`src/rtl/bus_op_pipe.sv`:
```
// One-stage valid/ready ALU pipe with a running accumulator and registered flags.
// Define BUS_OP_PIPE_SAT_EN to saturate ADD/ACC/SUB results; flags stay unsaturated.
module bus_op_pipe #(
    parameter int WIDTH = 8
) (
    input  logic             clk,
    input  logic             rst_n,
    input  logic             in_valid,
    output logic             in_ready,
    input  logic [2:0]       op,
    input  logic [WIDTH-1:0] data_a,
    input  logic [WIDTH-1:0] data_b,
    output logic             out_valid,
    input  logic             out_ready,
    output logic [WIDTH-1:0] result,
    output logic             carry,
    output logic             overflow,
    output logic             zero
);

    localparam logic [2:0] OP_AND = 3'd0;
    localparam logic [2:0] OP_OR  = 3'd1;
    localparam logic [2:0] OP_XOR = 3'd2;
    localparam logic [2:0] OP_ADD = 3'd3;
    localparam logic [2:0] OP_SUB = 3'd4;
    localparam logic [2:0] OP_ACC = 3'd5;
    localparam logic [2:0] OP_CLR = 3'd6;

    logic             r_out_valid;
    logic [WIDTH-1:0] r_result;
    logic             r_carry;
    logic             r_overflow;
    logic [WIDTH-1:0] r_acc;

    logic             w_in_xfer;
    logic [WIDTH-1:0] w_add_x;
    logic [WIDTH-1:0] w_add_y;
    logic [WIDTH:0]   w_sum;
    logic [WIDTH:0]   w_diff;
    logic             w_add_ovf;
    logic             w_sub_ovf;
    logic [WIDTH-1:0] w_res;
    logic             w_carry;
    logic             w_ovf;

    assign in_ready  = !r_out_valid || out_ready;
    assign w_in_xfer = in_valid && in_ready;

    // ACC reuses the adder with the accumulator in place of operand A.
    assign w_add_x   = (op == OP_ACC) ? r_acc  : data_a;
    assign w_add_y   = (op == OP_ACC) ? data_a : data_b;
    assign w_sum     = {1'b0, w_add_x} + {1'b0, w_add_y};
    assign w_diff    = {1'b0, data_a} - {1'b0, data_b};
    assign w_add_ovf = (w_add_x[WIDTH-1] == w_add_y[WIDTH-1]) &&
                       (w_sum[WIDTH-1] != w_add_x[WIDTH-1]);
    assign w_sub_ovf = (data_a[WIDTH-1] != data_b[WIDTH-1]) &&
                       (w_diff[WIDTH-1] != data_a[WIDTH-1]);

    always_comb begin
        w_res   = '0;
        w_carry = 1'b0;
        w_ovf   = 1'b0;
        case (op)
            OP_AND: w_res = data_a & data_b;
            OP_OR:  w_res = data_a | data_b;
            OP_XOR: w_res = data_a ^ data_b;
            OP_ADD, OP_ACC: begin
                w_carry = w_sum[WIDTH];
                w_ovf   = w_add_ovf;
`ifdef BUS_OP_PIPE_SAT_EN
                w_res   = w_sum[WIDTH] ? '1 : w_sum[WIDTH-1:0];
`else
                w_res   = w_sum[WIDTH-1:0];
`endif
            end
            OP_SUB: begin
                w_carry = w_diff[WIDTH];
                w_ovf   = w_sub_ovf;
`ifdef BUS_OP_PIPE_SAT_EN
                w_res   = w_diff[WIDTH] ? '0 : w_diff[WIDTH-1:0];
`else
                w_res   = w_diff[WIDTH-1:0];
`endif
            end
            default: w_res = '0;
        endcase
    end

    always_ff @(posedge clk or negedge rst_n) begin
        if (!rst_n) begin
            r_out_valid <= 1'b0;
            r_result    <= '0;
            r_carry     <= 1'b0;
            r_overflow  <= 1'b0;
            r_acc       <= '0;
        end else begin
            if (w_in_xfer) begin
                r_out_valid <= 1'b1;
                r_result    <= w_res;
                r_carry     <= w_carry;
                r_overflow  <= w_ovf;
                if (op == OP_ACC)
                    r_acc <= w_res;
                else if (op == OP_CLR)
                    r_acc <= '0;
            end else if (out_ready) begin
                r_out_valid <= 1'b0;
            end
        end
    end

    assign out_valid = r_out_valid;
    assign result    = r_result;
    assign carry     = r_carry;
    assign overflow  = r_overflow;
    assign zero      = (r_result == '0);

endmodule

```
`config.mk`:
```
export PLATFORM = sky130hd
export DESIGN_NAME = bus_op_pipe
export DESIGN_NICKNAME = d
export VERILOG_FILES = /design/src/rtl/bus_op_pipe.sv
export SDC_FILE = /design/constraint.sdc
export NUM_CORES = 1
export LEC_CHECK = 0
export ABC_AREA = 1
export CORE_ASPECT_RATIO = 1.5
export CORE_MARGIN = 1
export CORE_UTILIZATION = 56
export CTS_BUF_LIST = sky130_fd_sc_hd__clkbuf_4
export CTS_CLUSTER_DIAMETER = 50
export DETAILED_ROUTE_END_ITERATION = 7
export PLACE_DENSITY = 0.83
export SETUP_SLACK_MARGIN = 0.1
export SLEW_MARGIN = 10
export SYNTH_ARGS = -nofsm -noshare
export SYNTH_HDL_FRONTEND = slang
export SYNTH_SLANG_ARGS = --single-unit
```
`constraint.sdc`:
```
create_clock -name clk -period 2.3 [get_ports clk]
set_clock_uncertainty 0.05 [all_clocks]
set_input_delay 0.46 -clock clk [delete_from_list [all_inputs] [get_ports clk]]
set_output_delay 0.46 -clock clk [all_outputs]
set_load 0.02 [all_outputs]
```
==> metrics.md, run 1 <==
| Metric | Value |
|---|---|
| Status | stopped before the end |
| Failing step | global routing |
| Log Error | [ERROR GRT-0232] Routing congestion too high. Check the congestion heatmap in the GUI. |
| Share of the synthesized area in the top cell type | 0.215 |
| Chip height | about 79 um |
| GPL Wtd Cong | 0.924 |
| Floorplan row count | 27 |
| Worst endpoint from the post-global-route timing repair | result[5]$_DFFE_PN0P_/D |
| Top post-synthesis cells by area | dfrtp_1 (21%), ha_1 (18%), nand2_1 (17%), inv_1 (9.3%), nand3_1 (9.0%) |
| Post-DP HPWL | slightly above 5000 um |
| Placed cells | around 470 |
| Yosys warnings | 0 |
| Main synth FF type | dfrtp_1 |
| Initial Utilization | 0.596 |
| H-tree levels | 1 |
| CTS sink cnt | 19 |
| Port Buffer Count | 35 |
| Distinct cells, synth | 28 |
| Area leader, netlist | dfrtp_1 |
| Yosys reg bits | 19 |
| Mapped Cells | about 350 |
| Mapped Avg Cell Area | between 6 and 7 um^2 |
| EDFF count, synth | 0 |
| Clock Tree Buf Depth | 2 |
| Grt ovf | 32 |
| Clk root buf | clkbuf_4 |
| Die width | 53.3 um |
| Ports | 36 |
| GRT Util Overall | 0.761 |
| Async set-reset flop share out of synthesis | 1.00 |
| Syn Nets | approximately 410 |
| Pin count of the biggest net entering global routing | 23 |
| CTS buffer count | 3 |
| Mapped cell area | 2210 um^2 |
| Seq/Total Area, Yosys | 0.215 |
| Worst ep type | register input |
[cells by family after synthesis]
logic type / after synthesis / synth area share
AOI/OAI and AO/OA: 56 / 0.137
xor gates and xnor gates: 1 / 0.00396
and+or+nand+nor: 174 / 0.335
DFF: 19 / 0.215
adders and majority gates: 34 / 0.199
buffers and inverters: 64 / 0.110
[metal layers]
| layer | global-route usage | overflow |
|---|---|---|
| met5 | 0.0909 | 0 |
| met4 | 0.771 | 9 |
| met3 | 0.617 | 0 |
| met2 | 0.920 | 23 |
| met1 | 0.748 | 0 |
[through the flow]
stage	worst slack (ps)	instance area, um^2	TNS (ps)
2_1_floorplan	87.0	2280	0
3_3_place_gp	-669	3050	-9030
3_5_place_dp	-693	3050	-10320
4_1_cts	110	3240	0
[timing repair]
item                                   4_1_cts
endpoints found under the hold margin        0
pin swaps                                   12
cloned                                       2
setup buffers                                8
setup endpoints to repair                   16
hold buffers                                 0
resized for setup                           32
[cells in the mapped netlist, drive strengths merged (3+ instances only)]
master  instances
nand2         101
inv            59
nand3          40
ha             32
o21ai          32
nor2           22
dfrtp          19
a21oi          14
nand4           5
o22ai           4
buf             3
==> inputs of run 2 (changes only) <==
==> config.mk (replaced) <==
export PLATFORM = sky130hd
export DESIGN_NAME = bus_op_pipe
export DESIGN_NICKNAME = d
export VERILOG_FILES = /design/src/rtl/bus_op_pipe.sv
export SDC_FILE = /design/constraint.sdc
export NUM_CORES = 1
export LEC_CHECK = 0
export ABC_AREA = 1
export CORE_MARGIN = 1
export CORE_UTILIZATION = 40
export DETAILED_ROUTE_END_ITERATION = 7
export PLACE_DENSITY_LB_ADDON = 0.15
export SLEW_MARGIN = 10
export SYNTH_ARGS = -nofsm -noshare
export SYNTH_HDL_FRONTEND = slang
export SYNTH_SLANG_ARGS = --single-unit
==> run 2 against run 1 <==
  * The flow now finishes without violations
  * Synthesized cell count is the same
  * Synthesized area is the same
==> metrics.md, run 2 <==
| Metric | Value |
|---|---|
| Syn Nets | 405 (unchanged) |
| Vias per cell | about 5 |
| Clk pin slew, worst setup/hold paths | roughly 60 ps |
| Seq/Total Area, Yosys | 0.215 (unchanged) |
| Placed cells | 510 (+7.8%) |
| Worst slew pin tran | 318 ps |
| Most frequent cells in the layout | nand2_1 (90), buf_4 (64), inv_1 (49) |
| F_max | 0.444 GHz |
| Wire per inst | 12.9 um |
| Post-Synth Adder-Cell Area | 0.199 (unchanged) |
| Max rail drop VDD | roughly 0.00031 V |
| Clk Latency, worst-skew pair | about 250 ps |
| Post-synthesis compound-gate area fraction | 0.137 (unchanged) |
| Number of global-route vias before repair | 2477 |
| Final Util | 0.660 |
| Required @ worst endpoint | about 2400 ps |
| GRT Util Overall | 0.232 |
| Commonest cells post-synth | nand2_1 (100), inv_1 (55), nand3_1 (40) |
| Main synth FF type | dfrtp_1 |
| Clk root buf | clkbuf_8 |
| Vias | ~2600 |
| GPL Wtd Cong | 0.922 (-0.22%) |
| Initial DRT Pass Iterations | 4 |
| Hold buffer count at CTS | 0 (unchanged) |
| Top post-synthesis cells by area | dfrtp_1 (21%), ha_1 (18%), nand2_1 (17%), inv_1 (9.3%), nand3_1 (9.0%) |
| Chip height | 76.4 um (-3.3%) |
| Post-route minimum period | around 2300 ps |
| Remaining DRCs | 0 |
| Die width | 76.4 um (+43%) |
| Clock Tree Buf Depth | 2 (unchanged) |
| Main combinational cell family by area after synthesis | simple AND/OR/NAND/NOR gates |
| Power per Cell Area | around 420 nW/um^2 |
| Leakage | between 0.0015 and 0.002 uW |
| RSZ-0062 raised after global routing | yes |
| Port Buffer Count | 35 (unchanged) |
| Drt total wl | just under 7000 um |
| Grt ovf | 0 |
| Synth Area in Simple Gates | 0.335 (unchanged) |
| Final Hold Viols | 0 |
| Mux contribution to synthesized area | 0 (unchanged) |
| Post-DP HPWL | 5300 um (+2.3%) |
| Period utilization | 0.979 |
| Floorplan row count | 26 (-3.7%) |
| Worst hold path class | flip-flop to flip-flop |
| Yosys warnings | 0 (unchanged) |
| Final nets | between 500 and 600 |
| Share of cells above drive strength 1 | 0.284 |
| Mapped cell area | 2210 um^2 (unchanged) |
| Yosys reg bits | 19 (unchanged) |
| Global-route wire length before repair | between 10000 and 15000 um |
| Pwr Total | 1450 uW |
| Mapped Avg Cell Area | 6.36 um^2 (unchanged) |
| Die ar. | about 6000 um^2 |
| CTS sink cnt | 19 (unchanged) |
| Status | finished, final reports clean |
| Core ar. | ~5200 um^2 |
| Crit Path Class | input pin to flip-flop |
| Initial antenna violation count | 0 |
| CP startpoint kind | input pin |
| Ports | 36 (unchanged) |
| Share of the synthesized area in the top cell type | 0.215 (unchanged) |
| CTS tree | yes |
| Pin count of the biggest net entering global routing | 23 |
| Final setup fails | 0 |
| CTS buffer count | 3 (unchanged) |
| Cell with the most instances after synthesis | nand2_1 |
| Total of max-cap violations | 0 |
| Layout area overhead | 55.2% |
| EDFF count, synth | 0 (unchanged) |
| Mapped Cells | 348 (unchanged) |
| Commonest non-fill, non-tap cell in the layout | nand2_1 |
| Worst setup EP type | flip-flop |
| Distinct cells, synth | 28 (unchanged) |
| Routed Antenna Nets | 0 |
| Antenna cell count | 0 |
| Max Fanout on Critical Path | 8 |
| CP arrival | between 2000 and 2500 ps |
| WHS | ~430 ps |
| DRT iter0 DRCs | around 150 |
| Relative slew margins | 0.788 |
| H-tree levels | 1 (unchanged) |
| Final std cells w/o fill | 524 |
| Async set-reset flop share out of synthesis | 1.00 (unchanged) |
| Initial Utilization | 0.425 (-0.170) |
| Slew Viols, Final | 0 |
| Area leader, netlist | dfrtp_1 |
| TNS Setup | 0 ps |
| Xor-xnor portion of the synthesized cell area | 0.00396 (unchanged) |
-- run 2: worst paths after layout --
kind	end	from	cells after the start	slack (ps)
setup / recovery	result[5]	op[1]	16	50
hold / removal	r_acc[5]	r_acc[5]	2	430
setup reg to reg	result[6]	r_acc[0]	12	350
hold reg to reg	r_acc[5]	r_acc[5]	2	430
max in group asynchronous	r_acc[5]	rst_n	2	1520
min in group asynchronous	result[1]	rst_n	2	480
-- run 2: cell families after synthesis --
logic type,count (synthesis)
DFF,19
AOI/OAI and AO/OA,56
adders and majority gates,34
and+or+nand+nor,174
xor gates and xnor gates,1
buffers and inverters,64
-- run 2: power breakdown --
group | internal (uW) | switching, uW
combinational | 373 | 419
sequential | 394 | 35.8
clock | 120 | 106
total | 888 | 561
-- run 2: cell type report --
cell class | instances | area [um^2]
Fill cell | 478 | 1770
Multi-Input combinational cell | 266 | 1690
Timing Repair Buffer | 106 | 913
Sequential cell | 19 | 475
Inverter | 59 | 224
Tap cell | 70 | 87.6
Clock buffer | 3 | 41.3
Clock inverter | 1 | 5.00
-- run 2: routing by layer --
layer	GRT usage	part of all wire	vias to the layer above
met5	0	0	-
met4	0.0481	0.024	0
met3	0.0263	0.041	12
met2	0.405	0.49	71
met1	0.307	0.45	1188
li1	-	-	1344
-- run 2: critical path: stages --
cell and delay, ps:
buf_6 100, inv_4 50, nand2_4 60, nor2_4 250, buf_6 180, nand2_2 60
o21ai_2 50, ha_1 280, a21oi_2 200, buf_4 140, buf_4 90, nand3b_1 100
nand3_2 80, nand3_2 70, nand2_1 70, o21ai_0 70
-- run 2: timing repair --
item | 4_1_cts | 5_1_grt
resized for setup | 26 | 55
pin swaps | 16 | 25
setup endpoints to repair | 16 | 16
cloned | 2 | 0
setup buffers | 3 | 6
-- run 2: metrics by stage --
step	area, um^2	setup WS (ps)
CTS	3260	0.894
detailed placement	3110	-665
floorplan	2240	1.94
finish	3430	48.3
global route	3430	-70.8
global placement	3110	-568
Note: power is estimated with default switching activity, not from simulation.
==> inputs of run 3 (changes only) <==
--- a/config.mk
+++ b/config.mk
@@ -14,3 +14,4 @@
 export SYNTH_ARGS = -nofsm -noshare
 export SYNTH_HDL_FRONTEND = slang
 export SYNTH_SLANG_ARGS = --single-unit
+export TNS_END_PERCENT = 50
==> run 3 against run 2 <==
  * Setup slack worse by 43 ps
  * Maximum frequency is 1.9% lower
  * Routed wire length rose by 5.0%
  * Non-clock buffer count shrank 9
  * Largest power group unchanged
  * Highest routed layer unchanged
==> metrics.md, run 3 (same netlist as run 2, synthesis figures left out) <==
| Metric | Value |
|---|---|
| Status | finished, final reports clean |
| Worst hold path class | flip-flop to flip-flop |
| Commonest non-fill, non-tap cell in the layout | nand2_1 |
| Number of global-route vias before repair | 2467 (-0.40%) |
| CP max stage delay | 480 ps (+200 ps) |
| Share of cells above drive strength 1 | 0.302 (+0.0177) |
| Slew Viols, Final | 0 (unchanged) |
| Post-route minimum period | 2290 ps (+43.3 ps) |
| Power per Cell Area | 427 nW/um^2 (+1.3%) |
| Clk pin slew, worst setup/hold paths | 70 ps (about the same) |
| Most frequent cells in the layout | nand2_1 (86), buf_4 (55), inv_1 (49) |
| Post-DP HPWL | 5340 um (+0.68%) |
| RSZ-0062 raised after global routing | yes |
| Fill count | 469 (-1.9%) |
| Slowest-stage cell, CP | clkdlybuf4s50_1 |
| Pin count of the biggest net entering global routing | 23 (unchanged) |
| Final setup fails | 0 (unchanged) |
| Antenna cell count | 0 (unchanged) |
| Initial antenna violation count | 0 (unchanged) |
| Core ar. | 5200 um^2 (unchanged) |
| Drt total wl | 7080 um (+5.0%) |
| Leakage | 0.00178 uW (-2.9%) |
| CTS sink cnt | 19 (unchanged) |
| Ports | 36 (unchanged) |
| Crit Path Class | input pin to flip-flop |
| Max rail drop VDD | 0.000429 V (+36%) |
| Relative slew margins | 0.739 (-0.0482) |
| CP startpoint kind | input pin |
| F_max | 0.436 GHz (-1.9%) |
| Placed cells | 501 (-1.8%) |
| CP arrival | 2430 ps (+100 ps) |
| Most common cell on crit path | nand2_1 |
| Post-DP Area | 3070 um^2 (-1.4%) |
| CP delay by family, top | simple AND/OR/NAND/NOR gates |
| Clk Latency, worst-skew pair | 260 ps (about the same) |
| Routed Antenna Nets | 0 (unchanged) |
| Period utilization | 0.998 (+0.0188) |
| Worst r2r src | r_acc[4] |
| Die ar. | 5830 um^2 (unchanged) |
| Clock Tree Buf Depth | 2 (unchanged) |
| WHS | 431 ps (-1.79 ps) |
| Required @ worst endpoint | 2430 ps (+50 ps) |
| Final nets | 502 (-2.0%) |
| Worst slew pin tran | 388 ps (+70.3 ps) |
| Cell Chain, Critical Path | clkdlybuf4s50_1, inv_1, o21ai_2, ha_1, a21oi_2, nor2_2, nor2_2, nand2_2, nand2_1, nand3_1, nand2_1, nand2_1, o21ai_1 |
| Initial DRT Pass Iterations | 4 (unchanged) |
| DRT iter0 DRCs | 150 (-0.66%) |
| Final Hold Viols | 0 (unchanged) |
| Chip height | 76.4 um (unchanged) |
| Floorplan row count | 26 (unchanged) |
| GRT Util Overall | 0.237 (+0.00492) |
| Final std cells w/o fill | 514 (-1.9%) |
| CTS buffer count | 3 (unchanged) |
| Bufs and invs on worst path | 2 (-3) |
| Wire per inst | 13.8 um (+7.0%) |
| Final Util | 0.659 (-0.000721) |
| Port Buffer Count | 35 (unchanged) |
| Clk root buf | clkbuf_8 |
| CTS tree | yes |
| GPL Wtd Cong | 0.880 (-4.6%) |
| Vias | 2579 (-1.4%) |
| Max Fanout on Critical Path | 3 (-5) |
| Initial Utilization | 0.425 (unchanged) |
| Grt ovf | 0 (unchanged) |
| Crit. Startpoint | data_b[4] |
| Global-route wire length before repair | 11100 um (+0.69%) |
| Vias per cell | 5.02 (+0.54%) |
| Hold Crit Start | overflow |
| Total of max-cap violations | 0 (unchanged) |
| Worst setup EP type | flip-flop |
| H-tree levels | 1 (unchanged) |
| Hold buffer count at CTS | 0 (unchanged) |
| Remaining DRCs | 0 (unchanged) |
| Layout area overhead | 55.0% |
| Die width | 76.4 um (unchanged) |
| Fin area | 3430 um^2 (-0.11%) |
## run 3: changes by cell type in the layout (fill, tap and decap cells not counted), sizes merged
cell / delta
dlygate4sd2: +1
clkdlybuf4s50: +3
clkbuf: +1
buf: -10
dlymetal6s2s: -4
nor2: -1
## run 3: path summary, 6_finish.rpt
path                              to  slack (ps)  depth (start not counted)
min reg2reg                 overflow         430                          2
min in group asynchronous  result[1]         470                          2
max                        result[7]           5                         13
max in group asynchronous   overflow        1520                          2
max reg2reg                result[7]         350                         12
min                         overflow         430                          2
## run 3: per-layer routing
layer | global-route usage | routed length (um) | share of wire | vias up
met4 | 0.0385 | 95 | 0.013 | 0
li1 | - | - | - | 1316
met3 | 0.0299 | 261 | 0.037 | 12
met5 | 0 | 0 | 0 | -
met1 | 0.319 | 3160 | 0.45 | 1183
met2 | 0.410 | 3560 | 0.50 | 68
## run 3: worst register-to-register path: stages (launching register included)
cell     delay (ps)
dfrtp_1         430
nand2_4          90
o21ai_2          50
ha_1            320
a21oi_2         230
nor2_2           70
nor2_2          170
nand2_2          70
nand2_1          60
nand3_1          80
nand2_1         120
nand2_1          60
o21ai_1          70
## run 3: final cells by class
| class | instances | area (um^2) | share of cell area |
|---|---|---|---|
| sequential | 19 | 475 | 0.139 |
| tap | 70 | 87.6 | 0.0255 |
| clock buffer | 3 | 41.3 | 0.0120 |
| inverter | 59 | 224 | 0.0653 |
| multi-input combinational | 265 | 1710 | 0.498 |
| clock inverter | 1 | 5.00 | 0.00146 |
| timing repair buffer | 97 | 888 | 0.259 |
## run 3: per-stage QoR
step,TNS [ps],power [uW],setup slack [ps]
global placement,-7300,1120,-506
detailed placement,-7890,1130,-543
global route,-534,1580,-120
CTS,-1.84,1380,-1.84
finish,0,1470,5.02
floorplan,-9.79,803,-6.40
## run 3: what timing repair did
action / in CTS / in global routing
resized for setup: 25 / 69
setup endpoints to repair: 16 / 16
buffers inserted: 4 / 3
gates cloned: 1 / 2
pin swaps: 11 / 34
## run 3: power by group
part	total (uW)	switching [uW]	internal [uW]	leakage, uW
Combinational	801	432	369	0.00151
Sequential	432	38.3	394	0.000245
Clock	233	113	120	0.0000255
==> inputs of run 4 (changes only) <==
--- a/config.mk
+++ b/config.mk
@@ -10,6 +10,7 @@
 export CORE_UTILIZATION = 40
 export DETAILED_ROUTE_END_ITERATION = 7
 export PLACE_DENSITY_LB_ADDON = 0.15
+export SKIP_LAST_GASP = 1
 export SLEW_MARGIN = 10
 export SYNTH_ARGS = -nofsm -noshare
 export SYNTH_HDL_FRONTEND = slang
==> results of run 4 <==
The final DEF is identical to that of run 3; final timing and power are the same.
